--- src/rtl/td4_exec_unit.sv ---
// TD4 execution stage: instruction decode, 4-bit adder, and the A/B/OUT/PC registers.
// Optional halt-on-self-jump support is enabled by defining TD4_EXEC_HALT_EN.
module td4_exec_unit (
  input  logic       clk,
  input  logic       clr_n,
  input  logic [7:0] instr,
  input  logic       carry_q,
  input  logic [3:0] in_port,
  output logic       carry_out,
  output logic [3:0] pc,
  output logic [3:0] out_port,
  output logic [3:0] reg_a,
  output logic [3:0] reg_b
`ifdef TD4_EXEC_HALT_EN
  ,
  output logic       halted
`endif
);

  logic [3:0] opcode;
  logic [3:0] imm;
  logic [3:0] src;
  logic [3:0] addend;
  logic [4:0] sum;
  logic       ld_a;
  logic       ld_b;
  logic       ld_out;
  logic       ld_pc;
  logic       frozen;

  assign opcode = instr[7:4];
  assign imm    = instr[3:0];

  // Each opcode selects the adder operands and at most one destination register.
  always_comb begin
    src    = 4'h0;
    addend = 4'h0;
    ld_a   = 1'b0;
    ld_b   = 1'b0;
    ld_out = 1'b0;
    ld_pc  = 1'b0;
    case (opcode)
      4'b0000: begin src = reg_a;   addend = imm; ld_a = 1'b1; end
      4'b0101: begin src = reg_b;   addend = imm; ld_b = 1'b1; end
      4'b0011: begin                addend = imm; ld_a = 1'b1; end
      4'b0111: begin                addend = imm; ld_b = 1'b1; end
      4'b0001: begin src = reg_b;                 ld_a = 1'b1; end
      4'b0100: begin src = reg_a;                 ld_b = 1'b1; end
      4'b0010: begin src = in_port;               ld_a = 1'b1; end
      4'b0110: begin src = in_port;               ld_b = 1'b1; end
      4'b1001: begin src = reg_b;                 ld_out = 1'b1; end
      4'b1011: begin                addend = imm; ld_out = 1'b1; end
      4'b1111: begin                addend = imm; ld_pc = 1'b1; end
      4'b1110: begin                addend = imm; ld_pc = ~carry_q; end
      default: begin end
    endcase
  end

  assign sum       = {1'b0, src} + {1'b0, addend};
  assign carry_out = sum[4] & ~frozen;

`ifdef TD4_EXEC_HALT_EN
  // A JMP to its own address parks the core until the next reset.
  always_ff @(posedge clk or negedge clr_n) begin
    if (!clr_n)
      halted <= 1'b0;
    else if (!halted && opcode == 4'b1111 && imm == pc)
      halted <= 1'b1;
  end

  assign frozen = halted;
`else
  assign frozen = 1'b0;
`endif

  always_ff @(posedge clk or negedge clr_n) begin
    if (!clr_n) begin
      reg_a    <= 4'h0;
      reg_b    <= 4'h0;
      out_port <= 4'h0;
      pc       <= 4'h0;
    end else if (!frozen) begin
      if (ld_a)   reg_a    <= sum[3:0];
      if (ld_b)   reg_b    <= sum[3:0];
      if (ld_out) out_port <= sum[3:0];
      pc <= ld_pc ? sum[3:0] : pc + 4'h1;
    end
  end

endmodule
--- config.mk ---
export PLATFORM = sky130hd
export DESIGN_NAME = td4_exec_unit
export DESIGN_NICKNAME = d
export VERILOG_FILES = /design/src/rtl/td4_exec_unit.sv
export SDC_FILE = /design/constraint.sdc
export NUM_CORES = 1
export LEC_CHECK = 0
export ABC_AREA = 1
export BUFFER_PORTS_ARGS = -buffer_cell sky130_fd_sc_hd__clkbuf_2
export CAP_MARGIN = 20
export CELL_PAD_IN_SITES_DETAIL_PLACEMENT = 0
export CELL_PAD_IN_SITES_GLOBAL_PLACEMENT = 2
export CORE_ASPECT_RATIO = 1.2
export CORE_MARGIN = 8
export CORE_UTILIZATION = 28
export CTS_BUF_LIST = sky130_fd_sc_hd__clkbuf_4
export CTS_CLUSTER_SIZE = 28
export DETAILED_ROUTE_END_ITERATION = 6
export PLACE_DENSITY = 0.88
export SYNTH_ARGS = -nofsm -noshare
export SYNTH_HDL_FRONTEND = slang
export SYNTH_SLANG_ARGS = --single-unit
--- constraint.sdc ---
create_clock -name clk -period 2.2 [get_ports clk]
set_input_delay 0.22 -clock clk [delete_from_list [all_inputs] [get_ports clk]]
set_output_delay 0.22 -clock clk [all_outputs]
set_load 0.02 [all_outputs]
==> flow_metrics.py, run 1 <==
metrics = {
    "outcome": {
        "outcome": "completed",
    },
    "clock_network": {
        "clockBufferDepth": 2,
        "root_buffer": "clkbuf_4",
        "cts_inserted_buffers": 3,
        "post_cts_buffers": 0,
        "worst_skew_pair.late_latency_ps": 280,
        "htree_num_levels": 1,
        "cts_tree": "built",
        "clock_sinks": 16,
        "clkTransAtPathRegs_ps": 90,
    },
    "min_path": {
        "hold_depth": 4,
        "whs_endpoint": "out_port[3]$_DFFE_PN0P_",
        "hp-class": "input pin to flop",
        "holdCritStartpoint": "instr[6]",
    },
    "yosys": {
        "synth_ff_type": "dfrtp_1",
        "synth_nets": 148,
        "synthMostInstantiatedCell": "nand2_1",
        "async_reset_ff_frac": 1.00,
        "ys_types": 18,
        "synth_edf_count": 0,
        "yosysSeqAreaShare": 0.411,
        "yosysTopAreaCell": "dfrtp_1",
        "synth_commonest_cells": "nand2_1, dfrtp_1, inv_1, nand3_1, o21ai_1",
        "ys_ff_latch": 16,
        "syn-cell-area_sq_um": 973,
        "synth_area_leaders": "dfrtp_1, nand2_1, ha_1",
        "yosysWarnings": 0,
        "syn_inst": 127,
        "avgSynthCellArea_sq_um": 7.66,
        "synth_top_area_frac": 0.411,
    },
    "floorplanning": {
        "die_h_microns": 80.6,
        "rows": 23,
        "core_area_sq_mm": 0.00334,
        "die_area_sq_mm": 0.00563,
        "start_util": 0.292,
        "io_pins": 32,
        "die_w_microns": 69.8,
    },
    "timing": {
        "tns_ps": 0,
        "holdWs_ps": 339,
        "post-route-period-util": 0.925,
        "timing_hold_violations_final": 0,
        "clock_skew_ps": 4.29,
        "post-route-min-period_ps": 2040,
        "tightest_slew_ps": 391,
        "finalSetupViolCount": 0,
        "drv_slew": 0,
        "max_freq_mhz": 491,
        "rsz0062_at_grt": "false",
        "slew-limit-headroom": 0.739,
        "layout_setup_ws_ps": 164,
    },
    "drt": {
        "firstDrtPassIters": 4,
        "routed_wl_microns": 2650,
        "wl_met1_microns": 1190,
        "wl_per_cell_microns": 13.1,
        "highest_layer": "met4",
        "viasPerCell": 4.66,
        "num_vias": 941,
        "ant_nets": 0,
        "drtIter0Drc": 23,
        "wl_met2_microns": 1320,
        "drc": 0,
        "wl_met3_microns": 126,
    },
    "global_routing": {
        "track_usage": 0.0980,
        "grt_max_degree": 17,
        "antenna_found_initial": 0,
        "grt_remaining_overflow": 0,
        "grt_pass1_wl_microns": 4530,
        "grt_pass1_vias": 1005,
    },
    "setup_path": {
        "end_kind": "primary output",
        "r2r_cells": 7,
        "startpoint_type": "flop",
        "r2r_start": "reg_a[0]$_DFFE_PN0P_",
        "critPathKind": "flop to primary output",
        "critPathRequiredTime_ps": 1980,
        "r2r_setup_slack_ps": 490,
        "crit_arrival_ps": 1820,
        "r2r_end": "out_port[2]$_DFFE_PN0P_",
        "cp_max_fo": 3,
    },
    "power": {
        "p_per_area_mw_per_mm2": 813,
        "ir_drop_v": 0.000406,
        "leakagePower_nw": 0.681,
    },
    "finish": {
        "syn_to_final_growth_pct": 26.6,
        "nets": 187,
        "n_antenna_cell": 0,
        "drive_above_1_share": 0.333,
        "fillers": 362,
        "final_cells": 202,
        "fin_util": 0.369,
    },
    "place": {
        "port-buffer-count": 31,
        "place.gp.congestion": 0.803,
        "dpl.hpwl_microns": 2230,
        "dp_cells": 197,
        "dpl_worst_slack_ps": 98.4,
    },
    "job": {
        "cap_violations": 0,
    },
}
[final cells by class]
type	count	area, sq um	area share
Clock inverter	1	3.75	0.00305
Tap cell	37	46.3	0.0376
Clock buffer	3	22.5	0.0183
Sequential cell	16	400	0.325
Timing Repair Buffer	34	180	0.146
Multi-Input combinational cell	91	504	0.409
Inverter	20	75.1	0.0609
[flip-flops by register name, summed over array words and instances, names as in the netlist]
register,count
out_port,4
pc,4
reg_a,4
reg_b,4
[worst max-delay path, cell delays in order, from the launching register on]
cell and delay, ps:
dfrtp_1 410, nand2_1 70, nand3_1 80, ha_1 240, fa_2 370, a21oi_2 140, o21bai_1 70, clkbuf_2 150
[cell families (layout without fill, tap and decap cells)]
group / Yosys count / in the layout / share of synthesized area
compound gates: 17 / 17 / 0.0900
simple gates: 66 / 66 / 0.319
xor+xnor: 2 / 2 / 0.0180
flops: 16 / 16 / 0.411
fa+ha+maj: 6 / 6 / 0.0848
buf+inv: 20 / 58 / 0.0771
[repair_timing]
item                                   in CTS  in global routing
hold buffers                                1                  0
setup endpoints to repair                   0                  1
gates resized for setup                     0                  2
endpoints found under the hold margin      16                  0
[cells in the final DEF, fill, tap and decap left out]
cell type      instances
o21ai_0                5
nor2_1                 4
nand2_2                2
dfrtp_1               16
nand2_1               39
xnor2_1                1
fa_2                   1
clkbuf_2              31
a21oi_1                1
ha_1                   5
inv_1                 14
inv_2                  6
xor2_1                 1
clkbuf_4               3
nor2_2                 4
buf_4                  2
a21oi_2                1
o21bai_1               1
nand3_1               12
nor2_4                 1
o21ai_1                9
nor3_2                 4
dlygate4sd3_1          1
clkinv_1               1
[per-layer routing]
layer,GRT usage,up-vias
met2,0.167,19
li1,-,477
met3,0.0234,2
met5,0,-
met1,0.115,443
met4,0.0423,0
[worst max path at each step]
stage,from,endpoint,slack (ps),cells after the start
after floorplan,instr[7],carry_out,430,11
after global placement,instr[7],carry_out,130,12
after detailed placement,instr[7],carry_out,100,12
after CTS,reg_a[0]$_DFFE_PN0P_,carry_out,80,7
after global routing,instr[4],carry_out,10,11
final,reg_a[0]$_DFFE_PN0P_,carry_out,160,7
[where the power goes]
part / switching (mW) / leakage [nW] / internal [mW] / total [mW]
clock: 0.0878 / 0.0154 / 0.0658 / 0.154
sequential: 0.0608 / 0.203 / 0.372 / 0.433
combinational: 0.266 / 0.463 / 0.149 / 0.416
[through the flow]
step	total power, mW	area, sq um
after detailed placement	0.860	1190
after CTS	1.02	1230
final	1.00	1230
after global routing	1.09	1230
after global placement	0.851	1190
after floorplan	0.697	973
Note: power is estimated with default switching activity, not from simulation.
==> run 2, diff against run 1 <==
Settings changed: CORE_ASPECT_RATIO 1.2 to unset, HOLD_SLACK_MARGIN set to 0.03.
==> run 2 against run 1 <==
Via count down 1.3%; critical endpoint unchanged; clock-buffer cell count unchanged; power is 2.1% higher; combinational power rose by 4%; first-iteration DRC count down 13%; sequential share of layout area fell by 0.90 points; wire length down 0.98%; critical path depth unchanged.
==> flow_metrics.py, run 2 (synthesis gave the netlist of run 1 again) <==
metrics = {
    "clock_network": {
        "worst_skew_pair.late_latency_ps": 280,
        "clockBufferDepth": 2,
        "cts_resized": 0,
        "htree_num_levels": 1,
        "root_buffer": "clkbuf_4",
        "clock_sinks": 16,
        "clkTransAtPathRegs_ps": 90,
        "cts_tree": "built",
        "cts_inserted_buffers": 3,
    },
    "drt": {
        "routed_wl_microns": 2620,
        "num_vias": 929,
        "drtIter0Drc": 20,
        "firstDrtPassIters": 3,
        "ant_nets": 0,
        "wl_per_cell_microns": 12.2,
        "viasPerCell": 4.32,
        "drc": 0,
    },
    "floorplanning": {
        "die_area_sq_mm": 0.00562,
        "die_w_microns": 75.0,
        "core_area_sq_mm": 0.00334,
        "start_util": 0.292,
        "io_pins": 32,
        "die_h_microns": 75.0,
        "rows": 21,
    },
    "place": {
        "place.gp.congestion": 0.783,
        "port-buffer-count": 31,
        "dpl.hpwl_microns": 2170,
        "dpl_cell_area_sq_mm": 0.00120,
        "dpl_worst_slack_ps": 108,
    },
    "power": {
        "power.share.switching": 0.414,
        "clkPwrFrac": 0.153,
        "pwr-share-seq": 0.424,
        "intPower_uw": 600,
        "ir_drop_v": 0.000373,
        "comb_power_share": 0.422,
        "p_per_area_mw_per_mm2": 807,
        "p_total_mw": 1.02,
        "leakagePower_nw": 0.703,
        "switching_power_uw": 423,
    },
    "setup_path": {
        "critPathKind": "flop to primary output",
        "cp_cell_sequence": "nand2_1 -> nand3_1 -> ha_1 -> fa_1 -> a21oi_1 -> o21bai_1 -> clkbuf_2",
        "end_kind": "primary output",
        "crit_arrival_ps": 1850,
        "cp_max_fo": 3,
        "slowest_stage": "dfrtp_1",
        "cp_slowest_stage_delay_ps": 410,
        "critPathRequiredTime_ps": 1980,
        "startpoint_type": "flop",
    },
    "timing": {
        "finalSetupViolCount": 0,
        "max_freq_mhz": 483,
        "post-route-min-period_ps": 2070,
        "rsz0062_at_grt": "false",
        "tightest_slew_ps": 393,
        "slew-limit-headroom": 0.738,
        "drv_slew": 0,
        "tns_ps": 0,
        "holdWs_ps": 329,
        "layout_setup_ws_ps": 130,
        "clock_skew_ps": 0.674,
        "post-route-period-util": 0.941,
        "timing_hold_violations_final": 0,
    },
    "global_routing": {
        "grt_pass1_wl_microns": 4290,
        "grt_pass1_vias": 955,
        "grt_max_degree": 17,
        "antenna_found_initial": 0,
        "grt_remaining_overflow": 0,
        "track_usage": 0.0987,
    },
    "finish": {
        "syn_to_final_growth_pct": 30.2,
        "n_antenna_cell": 0,
        "nets": 191,
        "stdcell_area_sq_mm": 0.00127,
        "final_common_cell": "nand2_1",
        "drive_above_1_share": 0.337,
        "final_cell_mix": "nand2_1, clkbuf_2, dfrtp_1, inv_1, nand3_1",
    },
    "min_path": {
        "hp-class": "input pin to flop",
    },
    "job": {
        "cap_violations": 0,
    },
    "outcome": {
        "outcome": "completed",
    },
}
## run 2: cell count changes in the layout (fill, tap and decap cells not counted)
cell / before / now
buf_4: 2 / 6
a21oi_1: 1 / 2
a21oi_2: 1 / 0
fa_1: 0 / 1
fa_2: 1 / 0
## run 2: critical path, delay by kind of cell (launching register included)
kind / cells / cell delay (ps)
buffers and inverters: 1 / 150
AND/OR/NAND/NOR: 2 / 150
flip-flops: 1 / 410
adder cells (fa/ha/maj): 2 / 630
AO/OA/AOI/OAI: 2 / 230
## run 2: path summary, 6_finish.rpt
path                                          from                       to  slack [ps]  cells past startpoint
max                           reg_a[0]$_DFFE_PN0P_                carry_out         130                      7
min                                       instr[6]  out_port[3]$_DFFE_PN0P_         330                      4
max reg2reg                   reg_a[0]$_DFFE_PN0P_  out_port[2]$_DFFE_PN0P_         440                      7
min reg2reg                out_port[3]$_DFFE_PN0P_  out_port[3]$_DFFE_PN0P_         500                      2
max in group asynchronous                    clr_n     reg_b[2]$_DFFE_PN0P_        1530                      2
min in group asynchronous                    clr_n          pc[1]$_DFF_PN0_         390                      2
## run 2: power by group through the flow
stage	Sequential, mW	Clock [mW]	Combinational [mW]
floorplan	0.528	0	0.169
global placement	0.439	0	0.413
detailed placement	0.444	0	0.416
CTS	0.439	0.162	0.421
global route	0.443	0.178	0.479
finish	0.434	0.157	0.432
## run 2: layout make-up
class | instances | area [sq um]
fillers | 365 | 2070
multi-input cells | 91 | 498
flip-flops and latches | 16 | 400
repair buffers | 38 | 210
inverters | 20 | 75.1
well taps | 46 | 57.6
clock buffers | 3 | 22.5
clock inverters | 1 | 3.75
## run 2: through the flow
step	cells	util
after global routing	215	0.380
after CTS	211	0.371
after global placement	206	0.360
after floorplan	127	-
after detailed placement	206	0.360
final	215	0.380
## run 2: per-layer routing
metal  global-route usage  wire length (microns)
met1                0.117                   1220
met2                0.161                   1160
met3               0.0453                    225
met4               0.0130                     19
met5                    0                      0
## run 2: what timing repair did
action,CTS,global route
hold buffers,1,0
hold endpoints to repair,16,0
setup endpoints to repair,0,1
buffers inserted,0,4
